**src/rtl/riscv_wb_arbiter.sv**
```systemverilog
// Writeback arbiter: merges unbuffered ALU results and FIFO-buffered load returns
// into one registered register-file write port, and reports pending destinations.
module riscv_wb_arbiter #(
  parameter int WORD_LENGTH = 32,
  parameter int ADDR_LENGTH = 5,
  parameter int NUM_REGS    = 32,
  parameter int DEPTH       = 2
) (
  input  logic                   clk,
  input  logic                   rst_n,
  input  logic                   alu_valid,
  input  logic [ADDR_LENGTH-1:0] alu_rd,
  input  logic [WORD_LENGTH-1:0] alu_data,
  output logic                   alu_ready,
  input  logic                   ld_valid,
  input  logic [ADDR_LENGTH-1:0] ld_rd,
  input  logic [WORD_LENGTH-1:0] ld_data,
  output logic                   ld_ready,
  output logic                   write_en,
  output logic [ADDR_LENGTH-1:0] write_addr,
  output logic [WORD_LENGTH-1:0] data,
  output logic [NUM_REGS-1:0]    pending_mask
);
  // Valid/ready: a transfer occurs on a rising edge where valid and ready are both
  // high; a stalled source keeps rd/data stable until that edge.

  localparam int PTR_W = (DEPTH > 1) ? $clog2(DEPTH) : 1;
  localparam int CNT_W = $clog2(DEPTH + 1);
  localparam logic [CNT_W-1:0] FULL = CNT_W'(DEPTH);
  localparam logic [PTR_W-1:0] LAST = PTR_W'(DEPTH - 1);

  logic [ADDR_LENGTH-1:0] fifo_rd_q   [DEPTH];
  logic [WORD_LENGTH-1:0] fifo_data_q [DEPTH];
  logic [PTR_W-1:0]       rd_ptr_q, rd_ptr_d;
  logic [PTR_W-1:0]       wr_ptr_q, wr_ptr_d;
  logic [CNT_W-1:0]       count_q, count_d;
  logic                   we_q, we_d;
  logic [ADDR_LENGTH-1:0] wa_q, wa_d;
  logic [WORD_LENGTH-1:0] wd_q, wd_d;

  logic                   sel_ld, alu_fire, push;
  logic [ADDR_LENGTH-1:0] src_rd;
  logic [WORD_LENGTH-1:0] src_data;
  int                     idx;

  // ALU wins unless the FIFO is full, which guarantees loads make progress.
  always_comb begin
    sel_ld    = (count_q == FULL) | ((count_q != '0) & ~alu_valid);
    alu_ready = ~sel_ld;
    ld_ready  = (count_q < FULL);
    alu_fire  = alu_valid & ~sel_ld;
    push      = ld_valid & ld_ready;
    src_rd    = sel_ld ? fifo_rd_q[rd_ptr_q]   : alu_rd;
    src_data  = sel_ld ? fifo_data_q[rd_ptr_q] : alu_data;
  end

  always_comb begin
    rd_ptr_d = rd_ptr_q;
    wr_ptr_d = wr_ptr_q;
    count_d  = count_q;
    if (push) wr_ptr_d = (wr_ptr_q == LAST) ? '0 : wr_ptr_q + 1'b1;
    if (sel_ld) rd_ptr_d = (rd_ptr_q == LAST) ? '0 : rd_ptr_q + 1'b1;
    case ({push, sel_ld})
      2'b10:   count_d = count_q + 1'b1;
      2'b01:   count_d = count_q - 1'b1;
      default: count_d = count_q;
    endcase
  end

  // x0 results are consumed normally but never raise the write enable.
  always_comb begin
    we_d = 1'b0;
    wa_d = wa_q;
    wd_d = wd_q;
    if (sel_ld | alu_fire) begin
      we_d = (src_rd != '0);
      wa_d = src_rd;
      wd_d = src_data;
    end
  end

  // Occupied entries are the count_q slots starting at the read pointer.
  always_comb begin
    pending_mask = '0;
    idx          = 0;
    for (int k = 0; k < DEPTH; k++) begin
      if (k < int'(count_q)) begin
        idx = int'(rd_ptr_q) + k;
        if (idx >= DEPTH) idx = idx - DEPTH;
        pending_mask[fifo_rd_q[PTR_W'(idx)]] = 1'b1;
      end
    end
    if (we_q) pending_mask[wa_q] = 1'b1;
    pending_mask[0] = 1'b0;
  end

  always_ff @(posedge clk) begin
    if (push) begin
      fifo_rd_q[wr_ptr_q]   <= ld_rd;
      fifo_data_q[wr_ptr_q] <= ld_data;
    end
  end

  always_ff @(posedge clk or negedge rst_n) begin
    if (!rst_n) begin
      rd_ptr_q <= '0;
      wr_ptr_q <= '0;
      count_q  <= '0;
      we_q     <= 1'b0;
      wa_q     <= '0;
      wd_q     <= '0;
    end else begin
      rd_ptr_q <= rd_ptr_d;
      wr_ptr_q <= wr_ptr_d;
      count_q  <= count_d;
      we_q     <= we_d;
      wa_q     <= wa_d;
      wd_q     <= wd_d;
    end
  end

  assign write_en   = we_q;
  assign write_addr = wa_q;
  assign data       = wd_q;

endmodule

```
**config.mk**
```make
export PLATFORM = sky130hd
export DESIGN_NAME = riscv_wb_arbiter
export DESIGN_NICKNAME = d
export VERILOG_FILES = /design/src/rtl/riscv_wb_arbiter.sv
export SDC_FILE = /design/constraint.sdc
export NUM_CORES = 1
export LEC_CHECK = 0
export ABC_AREA = 1
export CAP_MARGIN = 10
export CORE_AREA = 10 10 115 117
export CTS_CLUSTER_SIZE = 14
export DETAILED_ROUTE_END_ITERATION = 12
export DIE_AREA = 0 0 125 127
export PLACE_DENSITY = 0.84
export SYNTH_ARGS = -nofsm -noshare
export SYNTH_HDL_FRONTEND = slang
export SYNTH_SLANG_ARGS = --single-unit
export TNS_END_PERCENT = 30
```
**constraint.sdc**
```tcl
create_clock -name clk -period 8.2 [get_ports clk]
set_input_delay 1.64 -clock clk [delete_from_list [all_inputs] [get_ports clk]]
set_output_delay 1.64 -clock clk [all_outputs]
set_load 0.02 [all_outputs]
```
==> flow_metrics.tcl <==
set metrics [dict create \
    yosysTopAreaCell "edfxtp_1" \
    drv_slew 0 \
    drive_above_1_share_pct 10.1 \
    setup_violations 0 \
    combPwrFrac_pct 42.6 \
    critPathCapture "alu_ready" \
    max_freq_ghz 0.198 \
    numPortBuffers 148 \
    synth.area.top_cells "edfxtp_1 (40%), dfrtp_1 (19%), nand2_1 (11%)" \
    post_cts_resized 0 \
    vias 4944 \
    hold_ws_ns 0.493 \
    initial_core_util_pct 50.0 \
    viasPerCell 5.59 \
    crit_required_ns 6.56 \
    netlist_area_mm2 0.00557 \
    synthArstFlopShare_pct 36.2 \
    cellPowerDensity_mw_per_mm2 386 \
    finalCritPeriodShare_pct 61.5 \
    maxCapViolCount 0 \
    dieArea_mm2 0.0159 \
    path_clk_slew_ns 0.05 \
    period_needed_ns 5.04 \
    grt_pass1_vias 5090 \
    drc 0 \
    rr_startpoint "count_q[0]$_DFFE_PN0P_" \
    rsz0062_at_grt "false" \
    ys_ff_latch 116 \
    seqPwrFrac_pct 32.5 \
    worst_setup_path_start_kind "input port" \
    fin_ws_ns 3.16 \
    worstPathArrival_ns 3.40 \
    h-tree-depth 4 \
    cp_common_cell "clkdlybuf4s50_1" \
    vdd_drop_max_uv 227 \
    synth_area_per_cell_um2 9.50 \
    drtAntennaViolNets 0 \
    final_hold_viol_count 0 \
    cts_buffer_depth 2 \
    wl_um 16500 \
    synth_edf_count 74 \
    yosysUniqueCellTypes 26 \
    clk_latency_ns 0.40 \
    path_max_fanout 35 \
    endpoint_kind "primary output" \
    antenna_found_initial 0 \
    cts_made_buffers 17 \
    clkPwrFrac_pct 24.9 \
    grt_overflow 0 \
    p_sw_mw 1.18 \
    cts_root_buf "clkbuf_16" \
    status "finished, final reports clean" \
    firstDrtPassIters 5 \
    path_cells "clkdlybuf4s50_1 > buf_4 > nand2_1 > o21ai_4 > clkdlybuf4s50_1" \
    dp_slack_ns 3.17 \
    rrSetupSlack_ns 5.56 \
    wl_per_cell_um 18.7 \
    synthFlopType "edfxtp_1" \
    tritoncts "built" \
    cp-startpoint "alu_valid" \
    regToRegEndpoint "write_addr[1]$_DFFE_PN0P_" \
    post_cts_buffers 0 \
    totalNegativeSetupSlack_ns 0 \
    critPathKind "input port to primary output" \
    die_w_um 125 \
    first_iter_violations 529 \
    grt_max_degree 69 \
    ys_warn_count 0 \
    p_leak_nw 3.01 \
    crit_slowest_cell "clkdlybuf4s50_1" \
    finClkSkew_ns 0.00805 \
    antenna_cells 0 \
    p_int_mw 1.81 \
    worst-r2r-cell-count 5 \
    syn_nets 669 \
    track_usage_pct 20.4 \
    die_y_um 127 \
    multi_input_area_mm2 0.00207 \
    netSwitchingFraction_pct 39.5 \
    area_growth_pct 39.0 \
    gp_congestion 0.914 \
    num-fill-cells 820 \
    grt_pass1_wl_um 26400 \
    max_slew_margin_pct 24.9 \
    clock-sinks 116 \
    num_rows 39 \
    hold_class "register to register" \
    nets 811 \
    crit_path_max_incr_delay_ns 0.63 \
    syn_inst 586 \
    ios 150 \
    synth_top_area_share_pct 39.9 \
    max_slew.worst_pin.slew_ns 1.12 \
    yosysSeqAreaShare_pct 58.8 \
    cts_hold_buf 0 \
    dpl.hpwl_um 11500 \
    placeableCoreArea_mm2 0.0111 \
    register_area_mm2 0.00327 \
]
-- state kept, by name, summed over array words and instances (netlist names) --
signal       flops
fifo_data_q     64
data            32
fifo_rd_q       10
write_addr       5
count_q          2
rd_ptr_q         1
wr_ptr_q         1
write_en         1
-- Yosys cell counts (4+ instances only) --
| master | number |
|---|---|
| o21ai_0 | 10 |
| o211ai_1 | 48 |
| nor2_2 | 4 |
| o21ai_1 | 12 |
| clkbuf_1 | 11 |
| inv_1 | 30 |
| nand3_1 | 87 |
| nor2_1 | 28 |
| nand2_1 | 162 |
| edfxtp_1 | 74 |
| nor3_1 | 11 |
| ha_1 | 5 |
| buf_2 | 12 |
| or2_2 | 32 |
| dfrtp_1 | 42 |
-- routing by layer --
layer	global-route usage, %	wire [um]
met5	0	0
met4	8.47	310
met3	7.11	1750
met2	34.6	8100
met1	23.1	6330
-- layout make-up --
cell class              instances  area share, %
clock buffers                  19           5.60
clock inverters                13           2.12
flip-flops and latches        116           42.3
repair buffers                150           19.3
inverters                      33           1.60
well taps                     143           2.31
multi-input cells             410           26.8
-- stage by stage --
step | instances | cell area [um^2] | total power [mW] | utilization, %
3_5_place_dp | 852 | 7140 | 2.24 | 64.2
3_3_place_gp | 852 | 7140 | 2.19 | 64.2
6_report | 884 | 7730 | 2.98 | 69.5
5_1_grt | 884 | 7730 | 3.15 | 69.5
4_1_cts | 884 | 7730 | 2.99 | 69.5
2_1_floorplan | 586 | 5570 | 1.70 | -
-- worst max-delay path, delay by kind of cell --
| family | cells | cell delay, ns |
|---|---|---|
| AO/OA/AOI/OAI | 1 | 0.10 |
| AND/OR/NAND/NOR | 1 | 0.18 |
| buffers and inverters | 3 | 1.48 |
-- power by group through the flow --
stage | Sequential (mW) | Clock, mW | Combinational (mW)
after floorplan | 1.02 | 0 | 0.677
after global placement | 0.961 | 0 | 1.23
after detailed placement | 0.972 | 0 | 1.27
after CTS | 0.966 | 0.748 | 1.28
after global routing | 0.992 | 0.781 | 1.38
final | 0.969 | 0.744 | 1.27
-- layout by cell type (no fill, tap or decap), types with 2 or more instances in the layout --
cell type,count
ha_1,5
inv_2,3
or2_2,32
o21ai_2,2
nor2_1,26
buf_4,2
bufinv_16,4
inv_1,30
xor2_1,2
o21ai_0,10
dfrtp_1,41
nand2_1,162
clkbuf_16,17
nand3_1,87
clkbuf_1,2
clkdlybuf4s50_1,147
nor3_1,11
nor2_4,3
clkinv_1,4
o21ai_1,12
edfxtp_1,74
o211ai_1,48
clkinv_2,4
nor2_2,3
-- logic make-up after synthesis --
kind of cell | share of synthesized area, %
simple gates | 26.0
flops | 58.8
compound gates | 9.01
buf+inv | 4.52
fa+ha+maj | 1.12
xor+xnor | 0.472
other cells | 0.0674
-- how the worst min path moves through the flow --
stage	startpoint	to	slack [ns]	depth (start not counted)
floorplan	fifo_data_q[1][0]$_DFFE_PP_	data[0]$_DFFE_PN0P_	0.46	2
global placement	fifo_data_q[1][21]$_DFFE_PP_	data[21]$_DFFE_PN0P_	0.47	2
detailed placement	data[25]$_DFFE_PN0P_	data[25]$_DFFE_PN0P_	0.49	2
CTS	data[25]$_DFFE_PN0P_	data[25]$_DFFE_PN0P_	0.50	2
global route	fifo_data_q[1][25]$_DFFE_PP_	data[25]$_DFFE_PN0P_	0.51	2
finish	fifo_data_q[1][25]$_DFFE_PP_	data[25]$_DFFE_PN0P_	0.49	2
Power figures use the tool's default switching activity.
